## src/rtl/attack_phase_ctrl.sv

```systemverilog
// Enemy attack-phase controller: spawns arrows toward the battle-box centre, resolves contacts
// as hits or shield blocks, and composites box and arrows. Define ATTACK_SHIELD_EN to enable blocking.
module attack_phase_ctrl #(
   parameter int unsigned N_ARROWS       = 8,
   parameter int unsigned SPAWN_INTERVAL = 30,
   parameter int unsigned ARROW_SPEED    = 2,
   parameter int unsigned START_DIST     = 64,
   parameter int unsigned SHIELD_R       = 16,
   parameter int unsigned ARROW_SIZE     = 8,
   parameter int unsigned BOX_X          = 432,
   parameter int unsigned BOX_Y          = 304,
   parameter int unsigned BOX_SIZE       = 160,
   parameter int unsigned BORDER         = 8,
   parameter int unsigned V_TICK         = 720,
   parameter logic [3:0]  START_STATE    = 4'b1000,
   parameter logic [11:0] FRAME_COLOR    = 12'hFFF,
   parameter logic [11:0] ARROW_COLOR    = 12'hF00
) (
   input  logic        clk,
   input  logic        rst,
   input  logic [10:0] hcount_in,
   input  logic [9:0]  vcount_in,
   input  logic [3:0]  state_in,
   input  logic [3:0]  turn_in,
   input  logic [1:0]  rotate_in,
   output logic        busy_out,
   output logic        finished_out,
   output logic        hit_out,
   output logic        block_out,
   output logic [4:0]  hit_count_out,
   output logic [11:0] pixel_out
);

   localparam logic [11:0] CX     = 12'(BOX_X + BOX_SIZE / 2);
   localparam logic [11:0] CY     = 12'(BOX_Y + BOX_SIZE / 2);
   localparam logic [11:0] BX0    = 12'(BOX_X);
   localparam logic [11:0] BX1    = 12'(BOX_X + BOX_SIZE);
   localparam logic [11:0] BXI0   = 12'(BOX_X + BORDER);
   localparam logic [11:0] BXI1   = 12'(BOX_X + BOX_SIZE - BORDER);
   localparam logic [11:0] BY0    = 12'(BOX_Y);
   localparam logic [11:0] BY1    = 12'(BOX_Y + BOX_SIZE);
   localparam logic [11:0] BYI0   = 12'(BOX_Y + BORDER);
   localparam logic [11:0] BYI1   = 12'(BOX_Y + BOX_SIZE - BORDER);
   localparam logic [11:0] DIST0  = 12'(START_DIST);
   localparam logic [11:0] STEP   = 12'(ARROW_SPEED);
   localparam logic [11:0] RES_TH = 12'(SHIELD_R + ARROW_SPEED);
   localparam logic [11:0] ASZ    = 12'(ARROW_SIZE);
   localparam logic [11:0] AHALF  = 12'(ARROW_SIZE / 2);
   localparam int unsigned CW     = (SPAWN_INTERVAL > 1) ? $clog2(SPAWN_INTERVAL) : 1;
   localparam logic [CW-1:0] CNT_RELOAD = CW'(SPAWN_INTERVAL - 1);
   localparam logic [4:0]  N_LAST = 5'(N_ARROWS - 1);

   typedef enum logic [1:0] {StIdle, StRun, StDrain, StDone} state_e;

   state_e              state_q;
   logic [3:0]          turn_q;
   logic [4:0]          spawned_q;
   logic [CW-1:0]       spawn_cnt_q;
   logic                armed_q;
   logic [N_ARROWS-1:0] active_q;
   logic [11:0]         dist_q [N_ARROWS];
   logic [1:0]          dir_q  [N_ARROWS];

   logic                tick, start, moving, spawn_now, busy_nxt;
   logic                any_hit, any_block, arrow_hit, in_outer, in_inner;
   logic [3:0]          dir_mul;
   logic [1:0]          dir_new;
   logic [N_ARROWS-1:0] resolve, blocked;
   logic [11:0]         h12, v12, pix;

   // Arrow square for one slot; the near edge sits at dist from the centre.
   function automatic logic arrow_at(input logic [11:0] x, input logic [11:0] y,
                                     input logic [11:0] d, input logic [1:0] dir);
      logic on_v, on_h;
      on_v = (x >= CX - AHALF) && (x < CX - AHALF + ASZ);
      on_h = (y >= CY - AHALF) && (y < CY - AHALF + ASZ);
      case (dir)
         2'd0:    arrow_at = on_v && (y >= CY - d - ASZ) && (y < CY - d);
         2'd1:    arrow_at = on_h && (x >= CX + d) && (x < CX + d + ASZ);
         2'd2:    arrow_at = on_v && (y >= CY + d) && (y < CY + d + ASZ);
         default: arrow_at = on_h && (x >= CX - d - ASZ) && (x < CX - d);
      endcase
   endfunction

`ifndef ATTACK_SHIELD_EN
   logic unused_rotate;
   assign unused_rotate = ^rotate_in;
`endif

   always_comb begin
      tick      = (hcount_in == 11'd0) && (vcount_in == 10'(V_TICK));
      start     = (state_q == StIdle) && (state_in == START_STATE) && armed_q;
      moving    = tick && ((state_q == StRun) || (state_q == StDrain));
      spawn_now = tick && (state_q == StRun) && (spawn_cnt_q == '0);
      dir_mul   = {2'b00, spawned_q[1:0]} * {2'b00, turn_q[1:0] | 2'b01};
      dir_new   = dir_mul[1:0] + turn_q[3:2];

      any_hit   = 1'b0;
      any_block = 1'b0;
      resolve   = '0;
      blocked   = '0;
      for (int i = 0; i < int'(N_ARROWS); i++) begin
         resolve[i] = moving && active_q[i] && (dist_q[i] <= RES_TH);
`ifdef ATTACK_SHIELD_EN
         blocked[i] = (rotate_in == dir_q[i]);
`else
         blocked[i] = 1'b0;
`endif
         if (resolve[i]) begin
            if (blocked[i]) any_block = 1'b1;
            else            any_hit   = 1'b1;
         end
      end

      case (state_q)
         StIdle:  busy_nxt = start;
         StRun:   busy_nxt = 1'b1;
         StDrain: busy_nxt = |active_q;
         default: busy_nxt = 1'b0;
      endcase

      h12       = {1'b0, hcount_in};
      v12       = {2'b00, vcount_in};
      in_outer  = (h12 >= BX0) && (h12 < BX1) && (v12 >= BY0) && (v12 < BY1);
      in_inner  = (h12 >= BXI0) && (h12 < BXI1) && (v12 >= BYI0) && (v12 < BYI1);
      arrow_hit = 1'b0;
      for (int i = 0; i < int'(N_ARROWS); i++) begin
         if (active_q[i] && arrow_at(h12, v12, dist_q[i], dir_q[i])) arrow_hit = 1'b1;
      end
      if (arrow_hit)                 pix = ARROW_COLOR;
      else if (in_outer && !in_inner) pix = FRAME_COLOR;
      else                           pix = 12'h000;
   end

   always_ff @(posedge clk) begin
      if (rst) begin
         state_q       <= StIdle;
         turn_q        <= 4'd0;
         spawned_q     <= 5'd0;
         spawn_cnt_q   <= '0;
         armed_q       <= 1'b1;
         active_q      <= '0;
         busy_out      <= 1'b0;
         finished_out  <= 1'b0;
         hit_out       <= 1'b0;
         block_out     <= 1'b0;
         hit_count_out <= 5'd0;
         pixel_out     <= 12'h000;
         for (int i = 0; i < int'(N_ARROWS); i++) begin
            dist_q[i] <= 12'd0;
            dir_q[i]  <= 2'd0;
         end
      end else begin
         finished_out <= 1'b0;
         hit_out      <= any_hit;
         block_out    <= any_block;
         // Gate on next-cycle busy so pixel_out is never non-zero while busy_out is low.
         pixel_out    <= busy_nxt ? pix : 12'h000;
         if (state_in != START_STATE) armed_q <= 1'b1;
         if (any_hit && (hit_count_out != 5'd31)) hit_count_out <= hit_count_out + 5'd1;

         for (int i = 0; i < int'(N_ARROWS); i++) begin
            if (resolve[i]) begin
               active_q[i] <= 1'b0;
            end else if (moving && active_q[i]) begin
               dist_q[i] <= dist_q[i] - STEP;
            end else if (spawn_now && (5'(i) == spawned_q)) begin
               active_q[i] <= 1'b1;
               dist_q[i]   <= DIST0;
               dir_q[i]    <= dir_new;
            end
         end

         case (state_q)
            StIdle: begin
               if (start) begin
                  state_q       <= StRun;
                  busy_out      <= 1'b1;
                  turn_q        <= turn_in;
                  hit_count_out <= 5'd0;
                  spawned_q     <= 5'd0;
                  spawn_cnt_q   <= '0;
                  armed_q       <= 1'b0;
               end
            end
            StRun: begin
               if (tick) begin
                  if (spawn_cnt_q == '0) begin
                     spawned_q   <= spawned_q + 5'd1;
                     spawn_cnt_q <= CNT_RELOAD;
                     if (spawned_q == N_LAST) state_q <= StDrain;
                  end else begin
                     spawn_cnt_q <= spawn_cnt_q - CW'(1);
                  end
               end
            end
            StDrain: begin
               if (active_q == '0) begin
                  state_q      <= StDone;
                  busy_out     <= 1'b0;
                  finished_out <= 1'b1;
               end
            end
            default: state_q <= StIdle;
         endcase
      end
   end

endmodule

```

## config.mk

```make
export PLATFORM = sky130hd
export DESIGN_NAME = attack_phase_ctrl
export DESIGN_NICKNAME = d
export VERILOG_FILES = /design/src/rtl/attack_phase_ctrl.sv
export SDC_FILE = /design/constraint.sdc
export NUM_CORES = 1
export LEC_CHECK = 0
export ABC_AREA = 1
export BUFFER_PORTS_ARGS = -buffer_cell sky130_fd_sc_hd__buf_2
export CORE_UTILIZATION = 60
export CTS_BUF_LIST = sky130_fd_sc_hd__clkbuf_4
export DETAILED_ROUTE_END_ITERATION = 10
export GPL_TIMING_DRIVEN = 0
export PLACE_DENSITY = 0.87
export SLEW_MARGIN = 5
export SYNTH_ARGS = -nofsm -noshare
export SYNTH_HDL_FRONTEND = slang
export SYNTH_SLANG_ARGS = --single-unit
```

## constraint.sdc

```tcl
create_clock -name clk -period 4.3 [get_ports clk]
set_input_delay 0.215 -clock clk [delete_from_list [all_inputs] [get_ports clk]]
set_output_delay 0.215 -clock clk [all_outputs]
set_load 0.03 [all_outputs]
```

==> results of run 1 <==
-- timing repair --
item / CTS / global route
resized for setup: 0 / 32
buffers inserted: 0 / 26
hold buffers: 5 / 0
endpoints found under the setup margin: 0 / 2
hold endpoints to repair: 4 / 0
-- kinds of logic (layout without fill, tap and decap cells) --
kind of cell	Yosys count	after routing	share of synthesized area, %
and+or+nand+nor	2082	2082	32.3
adders and majority gates	667	667	30.2
buffers and inverters	599	712	8.56
AOI/OAI and AO/OA	456	456	9.14
xor gates and xnor gates	185	185	6.02
DFF	138	138	13.8
other	1	3	0.0136
-- synthesized netlist by cell type (all sizes together) --
library cell | number | area (sq um)
a211oi | 10 | 75.1
a21boi | 8 | 60.1
a21o | 15 | 113
a21oi | 270 | 1350
a221oi | 2 | 17.5
a311oi | 1 | 8.76
a31o | 1 | 8.76
a31oi | 7 | 43.8
a32oi | 1 | 8.76
a41oi | 1 | 8.76
and2 | 5 | 31.3
buf | 44 | 278
clkbuf | 16 | 61.3
clkinv | 9 | 36.3
conb | 1 | 3.75
dfxtp | 34 | 681
edfxtp | 104 | 3120
ha | 667 | 8350
inv | 530 | 1990
nand2 | 1112 | 4220
nand3 | 291 | 1480
nand3b | 8 | 60.1
nand4 | 95 | 607
nor2 | 461 | 1870
nor3 | 73 | 412
nor3b | 5 | 37.5
nor4 | 15 | 115
o2111ai | 2 | 17.5
o211a | 1 | 10.0
o211ai | 7 | 52.6
o21a | 15 | 113
o21ai | 93 | 469
o21bai | 17 | 128
o311ai | 3 | 26.3
o31ai | 1 | 7.51
o41ai | 1 | 8.76
or2 | 13 | 81.3
or3 | 4 | 25.0
xnor2 | 39 | 342
xor2 | 146 | 1320
-- flip-flops by register name, indices dropped and copies added, names as in the netlist, 2 cells and up --
register and cells:
active_q 8, dir_q 16, dist_q 88, hit_count_out 5
pixel_out 2, spawn_cnt_q 5, spawned_q 5, state_q 2
turn_q 3
-- where the power goes --
group | internal, mW | switching (mW) | total (mW)
Sequential | 1.50 | 0.0779 | 1.57
Clock | 0.304 | 0.641 | 0.945
Combinational | 0.952 | 1.74 | 2.69
-- layout make-up --
cell class / instances / area [sq um] / area share, %
multi-input cells: 3391 / 21600 / 73.8
flip-flops and latches: 138 / 3800 / 13.0
inverters: 539 / 2030 / 6.93
well taps: 600 / 751 / 2.56
repair buffers: 81 / 500 / 1.71
plain buffers: 60 / 339 / 1.16
clock buffers: 19 / 143 / 0.487
clock inverters: 13 / 118 / 0.401
diodes: 2 / 5.00 / 0.0171
-- metal layers --
layer	track usage [%]	wire length (microns)
met4	16.2	3960
met5	0	0
met3	5.26	7930
met1	43.7	33700
met2	57.3	36900
-- per-stage QoR --
| step | util [%] | total power [mW] | area, sq um | hold slack [ps] | TNS, ps |
|---|---|---|---|---|---|
| floorplan | - | 3.47 | 27700 | 349 | 0 |
| global placement | 63.1 | 4.08 | 28600 | 455 | -20630 |
| detailed placement | 63.2 | 4.19 | 28700 | 472 | 0 |
| CTS | 63.9 | 5.11 | 29000 | 92.4 | 0 |
| global route | 64.6 | 5.61 | 29300 | 119 | -59.0 |
| finish | 64.6 | 5.21 | 29300 | 144 | 0 |
-- worst min-delay path by stage --
| stage | slack [ps] | endpoint | from |
|---|---|---|---|
| 2_1_floorplan | 350 | armed_q$_SDFF_PP1_ | state_in[2] |
| 3_3_place_gp | 460 | turn_q[1]$_SDFFE_PP0P_ | turn_q[1]$_SDFFE_PP0P_ |
| 3_5_place_dp | 470 | turn_q[1]$_SDFFE_PP0P_ | turn_q[1]$_SDFFE_PP0P_ |
| 4_1_cts | 90 | busy_out$_SDFFE_PP0P_ | rst |
| 5_1_grt | 120 | busy_out$_SDFFE_PP0P_ | rst |
| 6_report | 140 | busy_out$_SDFFE_PP0P_ | rst |
==> impl_metrics.env, run 1 <==
export IMPL_vias=28200
export IMPL_run_status="complete, no violations"
export IMPL_clockBufferDepth=2
export IMPL_synth_cell_types=66
export IMPL_powerDensity_nw_per_um2=178
export IMPL_root_buffer="clkbuf_4"
export IMPL_synth_seq_cells=138
export IMPL_first_global_vias=25900
export IMPL_drt_iter0_drc=2606
export IMPL_io_buffer_count=48
export IMPL_routed_wl_microns=82400
export IMPL_htreeDepth=4
export IMPL_ios=54
export IMPL_cp_data_required_time_ps=4920
export IMPL_crit_fanout=7
export IMPL_fin_crit_ps=4040
export IMPL_fillers=4091
export IMPL_cts_sinks=138
export IMPL_grt_max_degree=42
export IMPL_max_slew_worst_pin_slew_ps=1460
export IMPL_nNetsFinal=4928
export IMPL_fmaxAchievable_mhz=247
export IMPL_placedCellCount=4778
export IMPL_pre_cts_ws_ps=153
export IMPL_path_delay_family="simple AND/OR/NAND/NOR gates"
export IMPL_hold_depth=2
export IMPL_areaGrowthSynthToFinish_pct=5.99
export IMPL_arrival_ps=4660
export IMPL_syn_area_per_cell_sq_um=6.70
export IMPL_syn_nets=4828
export IMPL_grtUsageTotal_pct=34.5
export IMPL_cp_startpoint="dist_q[1][16]$_SDFFCE_PP0P_"
export IMPL_grt_first_pass_wirelength_microns=130000
export IMPL_maxCapViolCount=0
export IMPL_cts_tree="built"
export IMPL_period_share_pct=94.0
export IMPL_crit_cells=25
export IMPL_critPathKind="reg2reg"
export IMPL_setup_slack_ps=256
export IMPL_hold_viol=0
export IMPL_row_count=78
export IMPL_fp_dieArea_sq_um=46900
export IMPL_routedWlPerCell_microns=17.0
export IMPL_r2r_cells=25
export IMPL_relSlewSlack_pct=2.92
export IMPL_syn_inst=4128
export IMPL_timing_rr_end="pixel_out[10]$_SDFF_PP0_"
export IMPL_layout_drive_gt1_share_pct=6.81
export IMPL_cts_inserted_buffers=17
export IMPL_drcViolationCount=0
export IMPL_hp_class="in2reg"
export IMPL_p_leak_nw=15.7
export IMPL_crit_path_frequent_cell="nand2_1"
export IMPL_ys_seq_area_share_pct=13.8
export IMPL_instances_no_fill=4843
export IMPL_vias_per_cell=5.83
export IMPL_crit_path_start_kind="register"
export IMPL_worstSkewPairLatency_ps=690
export IMPL_cp_end_kind="register"
export IMPL_cp_num_buf_inv=1
export IMPL_cpPeakStageDelay_ps=530
export IMPL_slew_viol_final=0
export IMPL_final_cell_mix="nand2_1, ha_1, inv_1"
export IMPL_die_y_microns=217
export IMPL_final_common_cell="nand2_1"
export IMPL_die_x_microns=217
export IMPL_setup_violations=0
export IMPL_synthesis_area_sq_um=27700
export IMPL_coreArea_sq_um=45400
export IMPL_ant_nets=0
export IMPL_crit_end="pixel_out[10]$_SDFF_PP0_"
export IMPL_fin_skew_ps=33.2
export IMPL_initial_core_util_pct=60.9
export IMPL_critPathSlowestCell="edfxtp_1"
export IMPL_gp_congestion=0.969
export IMPL_ir_drop_uv=213
export IMPL_rrSetupSlack_ps=260
export IMPL_first_pass_iters=7
export IMPL_clk_pin_slew_worst_paths_ps=150
export IMPL_r2r_start="dist_q[1][16]$_SDFFCE_PP0P_"
export IMPL_overflow=0
export IMPL_ys_warn_count=0
export IMPL_hpwl_microns=59200
export IMPL_antenna_found_initial=2
No activity file was read; power rests on OpenSTA's default activity.
==> run 2, diff against run 1 <==
--- a/config.mk
+++ b/config.mk
@@ -5,8 +5,8 @@
 export SDC_FILE = /design/constraint.sdc
 export NUM_CORES = 1
 export LEC_CHECK = 0
-export ABC_AREA = 1
 export BUFFER_PORTS_ARGS = -buffer_cell sky130_fd_sc_hd__buf_2
+export CORE_MARGIN = 1.5
 export CORE_UTILIZATION = 60
 export CTS_BUF_LIST = sky130_fd_sc_hd__clkbuf_4
 export DETAILED_ROUTE_END_ITERATION = 10
==> impl_metrics.env, run 2 <==
export IMPL_run_status="finished with violations"
export IMPL_violations="negative setup slack"
export IMPL_final_common_cell="ha_1"
export IMPL_vias=25600
export IMPL_period_share_pct=103
export IMPL_setup_violations=1
export IMPL_fmaxAchievable_mhz=227
export IMPL_yosys_area_top_type_share_pct=32.5
export IMPL_coreArea_sq_um=42100
export IMPL_cp_cell_sequence="buf_4 -> o31ai_1 -> nand2_1 -> ha_1 -> and3_1 -> buf_6 -> xnor2_2 -> inv_2 -> ha_4 -> a2111oi_2 -> o21ai_1 -> nand4_1 -> a21oi_1 -> a32oi_1 -> o2bb2ai_2 -> o311a_1 -> nor4bb_4"
export IMPL_hold_viol=0
export IMPL_synth_most_common_cell="ha_1"
export IMPL_p_leak_nw=12.6
export IMPL_yosysTopAreaCell="ha_1"
export IMPL_antenna_found_initial=3
export IMPL_crit_fanout=7
export IMPL_critPathKind="reg2reg"
export IMPL_r2r_start="dist_q[1][39]$_SDFFCE_PP0P_"
export IMPL_routed_wl_microns=84200
export IMPL_drt_iter0_drc=2687
export IMPL_arrival_ps=5060
export IMPL_cts_sinks=138
export IMPL_cpPeakStageDelay_ps=510
export IMPL_ys_seq_area_share_pct=14.8
export IMPL_vias_per_cell=6.79
export IMPL_ys_warn_count=0
export IMPL_yosys_top_cells_count="ha_1, xnor2_1, nor2_1"
export IMPL_crit_path_start_kind="register"
export IMPL_nNetsFinal=3917
export IMPL_grt_first_pass_wirelength_microns=128000
export IMPL_maxCapViolCount=0
export IMPL_ant_nets=0
export IMPL_cp_num_buf_inv=3
export IMPL_clockBufferDepth=2
export IMPL_gp_congestion=0.986
export IMPL_routedWlPerCell_microns=22.3
export IMPL_cp_end_kind="register"
export IMPL_first_pass_iters=6
export IMPL_drcViolationCount=0
export IMPL_row_count=75
export IMPL_crit_cells=17
export IMPL_syn_inst=3069
export IMPL_setup_slack_ps=-108
export IMPL_r2r_cells=17
export IMPL_fp_dieArea_sq_um=44100
export IMPL_fin_skew_ps=31.4
export IMPL_overflow=0
export IMPL_worstSkewPairLatency_ps=790
export IMPL_cts_tree="built"
export IMPL_synthesis_area_sq_um=25700
export IMPL_min_delay_start="turn_in[1]"
export IMPL_slew_viol_final=0
export IMPL_final_cell_mix="ha_1, nor2_1, xnor2_1"
export IMPL_cp_data_required_time_ps=4950
export IMPL_pre_cts_ws_ps=-968
export IMPL_syn_nets=3769
export IMPL_die_y_microns=210
export IMPL_async_flop_share_pct=0
export IMPL_synth_cell_types=96
export IMPL_cts_inserted_buffers=17
export IMPL_synth_main_ff_cell="edfxtp_1"
export IMPL_path_delay_family="compound AO/OA/AOI/OAI gates"
export IMPL_powerDensity_nw_per_um2=191
export IMPL_hpwl_microns=58000
export IMPL_utilization_pct=67.4
export IMPL_cp_startpoint="dist_q[1][39]$_SDFFCE_PP0P_"
export IMPL_areaGrowthSynthToFinish_pct=10.7
export IMPL_io_buffer_count=49
export IMPL_hp_class="in2reg"
export IMPL_ios=54
export IMPL_max_slew_worst_pin_slew_ps=1450
export IMPL_htreeDepth=4
export IMPL_die_x_microns=210
export IMPL_synth_enable_flop_cells=104
export IMPL_fin_crit_ps=4410
export IMPL_grt_max_degree=41
export IMPL_relSlewSlack_pct=3.43
export IMPL_reg_top3="dist_q: 88 flops, dir_q: 16 flops, active_q: 8 flops"
export IMPL_ir_drop_uv=203
export IMPL_layout_drive_gt1_share_pct=10.7
export IMPL_synth_seq_cells=138
export IMPL_whs_ps=226
export IMPL_root_buffer="clkbuf_4"
export IMPL_first_global_vias=24900
export IMPL_top_register="dist_q"
export IMPL_clk_pin_slew_worst_paths_ps=180
export IMPL_grtUsageTotal_pct=36.6
export IMPL_hold_depth=4
export IMPL_initial_core_util_pct=61.0
export IMPL_syn_area_per_cell_sq_um=8.37
export IMPL_critPathSlowestCell="o31ai_1"
export IMPL_netlist_top_cells_area="ha_1, edfxtp_1, xnor2_1"
export IMPL_rsz0062_at_grt="yes"
export IMPL_largest_reg_flops=88
==> run 2: metrics by stage <==
stage	area [sq um]	cells	TNS [ps]	power, mW
6_report	28400	3775	-108	5.44
5_1_grt	28400	3774	-324	5.76
4_1_cts	27500	3723	-1.23	5.23
3_5_place_dp	26600	3660	-33730	4.09
3_3_place_gp	26600	3657	-22520	3.94
2_1_floorplan	25700	3069	0	3.35
==> run 2: what timing repair did <==
item / 4_1_cts / 5_1_grt
cloned: 0 / 1
endpoints found under the setup margin: 2 / 2
pin swaps: 9 / 25
setup buffers: 30 / 46
hold endpoints to repair: 5 / 0
hold buffers: 6 / 0
gates resized for setup: 71 / 112
==> run 2: worst reg2reg max path, cell delays in order, from the launching register on <==
cell	delay, ps
edfxtp_1	490
buf_4	200
o31ai_1	520
nand2_1	270
ha_1	290
and3_1	180
buf_6	140
xnor2_2	170
inv_2	60
ha_4	220
a2111oi_2	330
o21ai_1	150
nand4_1	100
a21oi_1	80
a32oi_1	240
o2bb2ai_2	210
o311a_1	320
nor4bb_4	320
==> run 2: power breakdown <==
part	internal, mW	total, mW	switching, mW
clock network	0.381	1.09	0.708
logic	1.11	2.77	1.65
registers	1.50	1.58	0.0868
==> run 2: cells by family (layout without fill, tap and decap cells) <==
kind of cell / Yosys count / in the layout / share of synthesized area [%]
other: 1 / 7 / 0.0146
AND/OR/NAND/NOR: 886 / 886 / 17.3
multiplexers: 9 / 9 / 0.356
adder cells (fa/ha/maj): 667 / 667 / 32.5
buffers and inverters: 309 / 470 / 4.80
flip-flops: 138 / 138 / 14.8
XOR/XNOR: 301 / 301 / 10.3
AO/OA/AOI/OAI: 758 / 758 / 19.9
==> run 2: area by class of cell <==
class	instances	area (sq um)
Antenna cell	6	15.0
Buffer	87	459
Clock buffer	17	128
Clock inverter	15	199
Fill cell	3256	13700
Inverter	216	817
Multi-Input combinational cell	2622	21400
Sequential cell	138	3800
Tap cell	539	674
Timing Repair Buffer	135	913
==> run 2: worst paths after layout <==
path                             end  slack, ps
min           turn_q[1]$_SDFFE_PP0P_        230
max          pixel_out[6]$_SDFF_PP0_       -110
min reg2reg       armed_q$_SDFF_PP1_        490
max reg2reg  pixel_out[6]$_SDFF_PP0_       -110
==> run 2: per-layer routing <==
metal	vias up	track usage (%)	share of wire, %
met1	12000	45.2	38
met3	485	6.84	10
met2	1515	58.1	44
met5	-	0	0
li1	11600	-	-
met4	0	24.7	7.1
